`src/rtl/ct_arbiter.sv`:
```
// Two-port round-robin read arbiter for the ciphertext ROM.
// Routes each returned byte to its owner through a fixed-length owner pipeline.
module ct_arbiter #(
    parameter int unsigned LAT = 1
) (
    input  logic       clk,
    input  logic       rst,
    input  logic [1:0] req,
    input  logic [7:0] addr0,
    input  logic [7:0] addr1,
    output logic [1:0] gnt,
    output logic [7:0] mem_addr,
    input  logic [7:0] mem_rddata,
    output logic [1:0] rvalid,
    output logic [7:0] rdata0,
    output logic [7:0] rdata1
);

    logic           last;
    logic [LAT+1:1] pipe_valid;
    logic [LAT+1:1] pipe_id;

    always_comb begin
        gnt = '0;
        if (!rst) begin
            case (req)
                2'b01:   gnt = 2'b01;
                2'b10:   gnt = 2'b10;
                2'b11:   gnt = last ? 2'b01 : 2'b10;
                default: gnt = '0;
            endcase
        end
    end

    always_comb begin
        mem_addr = '0;
        if (gnt[0])
            mem_addr = addr0;
        else if (gnt[1])
            mem_addr = addr1;
    end

    // Stage k holds the grant issued k cycles ago; stage LAT lines up with mem_rddata.
    always_ff @(posedge clk) begin
        if (rst) begin
            last       <= 1'b1;
            pipe_valid <= '0;
            pipe_id    <= '0;
            rdata0     <= '0;
            rdata1     <= '0;
        end else begin
            if (gnt != 2'b00)
                last <= gnt[1];
            pipe_valid <= {pipe_valid[LAT:1], |gnt};
            pipe_id    <= {pipe_id[LAT:1], gnt[1]};
            if (pipe_valid[LAT]) begin
                if (pipe_id[LAT])
                    rdata1 <= mem_rddata;
                else
                    rdata0 <= mem_rddata;
            end
        end
    end

    assign rvalid = {pipe_valid[LAT+1] & pipe_id[LAT+1],
                     pipe_valid[LAT+1] & ~pipe_id[LAT+1]};

endmodule

```
`config.mk`:
```
export PLATFORM = sky130hd
export DESIGN_NAME = ct_arbiter
export DESIGN_NICKNAME = d
export VERILOG_FILES = /design/src/rtl/ct_arbiter.sv
export SDC_FILE = /design/constraint.sdc
export NUM_CORES = 1
export LEC_CHECK = 0
export ABC_CLOCK_PERIOD_IN_PS = 1100
export BUFFER_PORTS_ARGS = -buffer_cell sky130_fd_sc_hd__clkbuf_2
export CELL_PAD_IN_SITES_DETAIL_PLACEMENT = 0
export CELL_PAD_IN_SITES_GLOBAL_PLACEMENT = 1
export CORE_MARGIN = 1.5
export CORE_UTILIZATION = 28
export CTS_CLUSTER_SIZE = 24
export DETAILED_ROUTE_END_ITERATION = 12
export PLACE_DENSITY = 0.85
export SLEW_MARGIN = 20
export SYNTH_ARGS = -nofsm -noshare
export SYNTH_HDL_FRONTEND = slang
export SYNTH_SLANG_ARGS = --single-unit
```
`constraint.sdc`:
```
create_clock -name clk -period 1.1 [get_ports clk]
set_input_delay 0.22 -clock clk [delete_from_list [all_inputs] [get_ports clk]]
set_output_delay 0.22 -clock clk [all_outputs]
set_load 0.02 [all_outputs]
```
[Word-level counts from Yosys, hierarchy flattened]
Cells that the tools add are included.
Storage, ports and cells
  register bits after elaboration: 21
  output and inout port bits: 28
Cells by class
  multiplexer cells: 5
  reductions and logical operators: 4
  bitwise logic cells: 4
  eq/ne operators: 3
Operators by type and width (number)
  8-bit two-way mux: 2
  2-bit one-hot mux with 3 select lines: 1
  2-bit equality test, second input constant: 2
  2-bit two-way mux: 2
  2-bit AND reduction: 2
  1-bit AND: 2
  2-bit by 1-bit equality test with 1-bit output, second input constant: 1
  1-bit inverter: 2
  2-bit nonzero test: 1
  2-bit OR reduction: 1

[Longest topological paths before layout]
  depth in word-level cells: 5
  depth in mapped cells: 4
  gate-level depth less buffers: 3

[Least setup slack after synthesis]
OpenSTA, ideal clock, no wires.
  kind: flip-flop to output port
  start point: reg last
  end point: out mem_addr[0]
  cell stages (with the launch flop): 5
  arrival: 1000 ps
  path slack: -120 ps
  path through: dfxtp_1 nand2b_4 buf_6 a32oi_1 nor2_1
On the way
  word-level cells in the longest chain between the ends: 5
Ends and longest elaborated chain
  start, declared: RTL line 19  | logic last;
  start signal, assigned: RTL line 53  | last <= gnt[1];
  2-bit two-way mux (*): RTL line 29  | 2'b11: gnt = last ? 2'b01 : 2'b10;
  2-bit one-hot mux with 3 select lines (*): RTL line 26  | case (req)
  2-bit two-way mux (*): RTL line 25  | if (!rst) begin
  8-bit two-way mux: RTL line 39  | else if (gnt[1])
  8-bit two-way mux (*): RTL line 37  | if (gnt[0])
  end, declared: RTL line 12  | output logic [7:0] mem_addr,
Mark *: on every way between the ends. The rest lies on a longest branch, timed or not.

[Worst setup path in the final report]
Ends and elaborated chain as after synthesis.

==> results.cfg <==
[floorplanning]
die_h_um = 59.6
ios = 56
rows = 20
die_x_um = 59.6
dieArea_um2 = 3560
core_area_um2 = 3050
start_util = 0.294

[status]
outcome = complete, but fails checks
violations = setup timing

[route]
ant_nets = 0
drc = 0
vias_per_cell = 4.49
wirelength_mm = 2.51
drt-pass1-iter-count = 4
routedWlPerCell_um = 11.9
drt_iter0_markers = 15
vias = 948

[synthesis]
synthAdderAreaFrac = 0
ys_seq_elements = 21
synth-xor-area-share = 0
synthMuxAreaShare = 0.0891
syn_inst = 100
ys_seq_area_frac = 0.468
syn_nets = 128
synthSimpleGateAreaFrac = 0.249
yosysWarnings = 0
avgSynthCellArea_um2 = 8.98
synth_area_um2 = 898
ys_types = 19
synth_top_family_by_area = simple AND/OR/NAND/NOR gates
synth_compound_area_frac = 0.143

[min_path]
hold_depth = 3
min_path_type = in -> reg
hp-start = mem_rddata[3]

[global_route]
grt_max_degree = 22
grt_pass1_vias = 873
grt_pass1_wl_mm = 3.64
antenna_found_initial = 0
overflow = 0
globalRouteTotalUtil = 0.133

[finish]
final_cell_mix = clkbuf_2, buf_4, dfxtp_1
syn_to_final_growth_pct = 62.3
drive_above_1_share = 0.563
final.fill_count = 298
diodes = 0
final_common_cell = clkbuf_2
layoutNonFillerInstCount = 211
nets = 196

[timing]
period_share = 1.36
min_period_ps = 1490
slew_violations = 0
worst_pin_slew_ps = 210
max_freq_ghz = 0.669
clock_skew_ps = 3.45
rsz0062_at_grt = true
slew_headroom = 0.860
fin_tns_setup_ps = -3790
fin_ws_ps = -395
hold_violations = 0
finalSetupViolCount = 12

[critical_path]
r2r-start = last
endpoint_kind = primary output
crit_path_max_fanout = 5
reg2regPathDepth = 5
cp_data_arrival_time_ps = 1270
startpoint = last
critPathLaunchType = flop
crit_required_ps = 880
path_class = reg -> out

[power_and_ir_drop]
vdd_drop_max_mv = 0.380
power_leakage_nw = 0.704
power_mw = 1.59
p_per_area_nw_per_um2 = 1090

[clocking]
htree_levels = 1
clk_latency_ps = 290
cts_hold_buf = 0
root_buffer = clkbuf_4
cts_tree = yes
cts_max_path_buffers = 2
cts_buffers = 3
clock-sinks = 21
clk_pin_slew_ps = 100

[placement]
dp.cells = 201
io_buffers = 55
place.gp.congestion = 0.724
dp_hpwl_mm = 1.77

[job]
maxCapViolCount = 0
## layout make-up
cell class | instances | area, um2 | area share
Multi-Input combinational cell | 72 | 502 | 0.344
Timing Repair Buffer | 70 | 448 | 0.307
Clock buffer | 4 | 26.3 | 0.0180
Sequential cell | 21 | 427 | 0.293
Tap cell | 44 | 55.1 | 0.0378
## critical path, cell delays in order, from the launching register on
cell	delay, ps
dfxtp_4	380
nand2b_4	170
a32oi_1	230
nor2_2	60
buf_4	150
## sequential cells by signal, indices dropped and copies added, names as in the netlist
register and flops:
last 1, pipe_id 2, pipe_valid 2, rdata1 8, rdata0 8
## layer usage
metal,track usage,up-vias,share of wire
li1,-,479,-
met1,0.146,422,0.40
met2,0.244,45,0.52
met3,0.0240,2,0.072
met4,0.0571,0,0.0068
met5,0,-,0
## cell usage after synthesis, drive strengths merged
library cell  instances  area, um2
nand3b                1       7.51
nor2                 18       67.6
mux2i                 8       80.1
nand2b                3       26.3
and2                  1       6.26
a32oi                 8       70.1
nor2b                 5       31.3
a21oi                 8       40.0
a21boi                1       18.8
buf                   5       33.8
nand2                 9       36.3
clkbuf                3       11.3
dfxtp                21        420
nand3                 8       40.0
and3b                 1       8.76
## final timing paths
| check | endpoint | slack (ps) |
|---|---|---|
| max | mem_addr[0] | -390 |
| min | rdata1[3] | 170 |
| max reg2reg | pipe_id[1] | 70 |
| min reg2reg | rdata1[2] | 470 |
## through the flow
step,utilization,setup slack (ps),hold slack [ps],cell area (um2)
finish,0.477,-395,168,1460
global route,0.477,-462,167,1460
CTS,0.449,-421,156,1370
detailed placement,0.420,-147,454,1280
global placement,0.420,-85.6,447,1280
floorplan,-,-18.3,336,922
## report_power, final
group | switching (mW) | internal [mW] | total, mW
registers | 0.0220 | 0.796 | 0.818
clock network | 0.207 | 0.141 | 0.348
logic | 0.221 | 0.204 | 0.425
total | 0.450 | 1.14 | 1.59
## logic make-up after synthesis
kind of cell	Yosys count
and+or+nand+nor	46
DFF	21
buffers and inverters	8
muxes	8
AOI/OAI and AO/OA	17
## what timing repair did
action | 4_1_cts | 5_1_grt
resized for setup | 9 | 34
pin swaps | 3 | 3
hold endpoints to repair | 0 | 0
gates cloned | 0 | 1
setup buffers | 5 | 0
endpoints found under the setup margin | 12 | 13
Note: power is estimated with default switching activity, not from simulation.
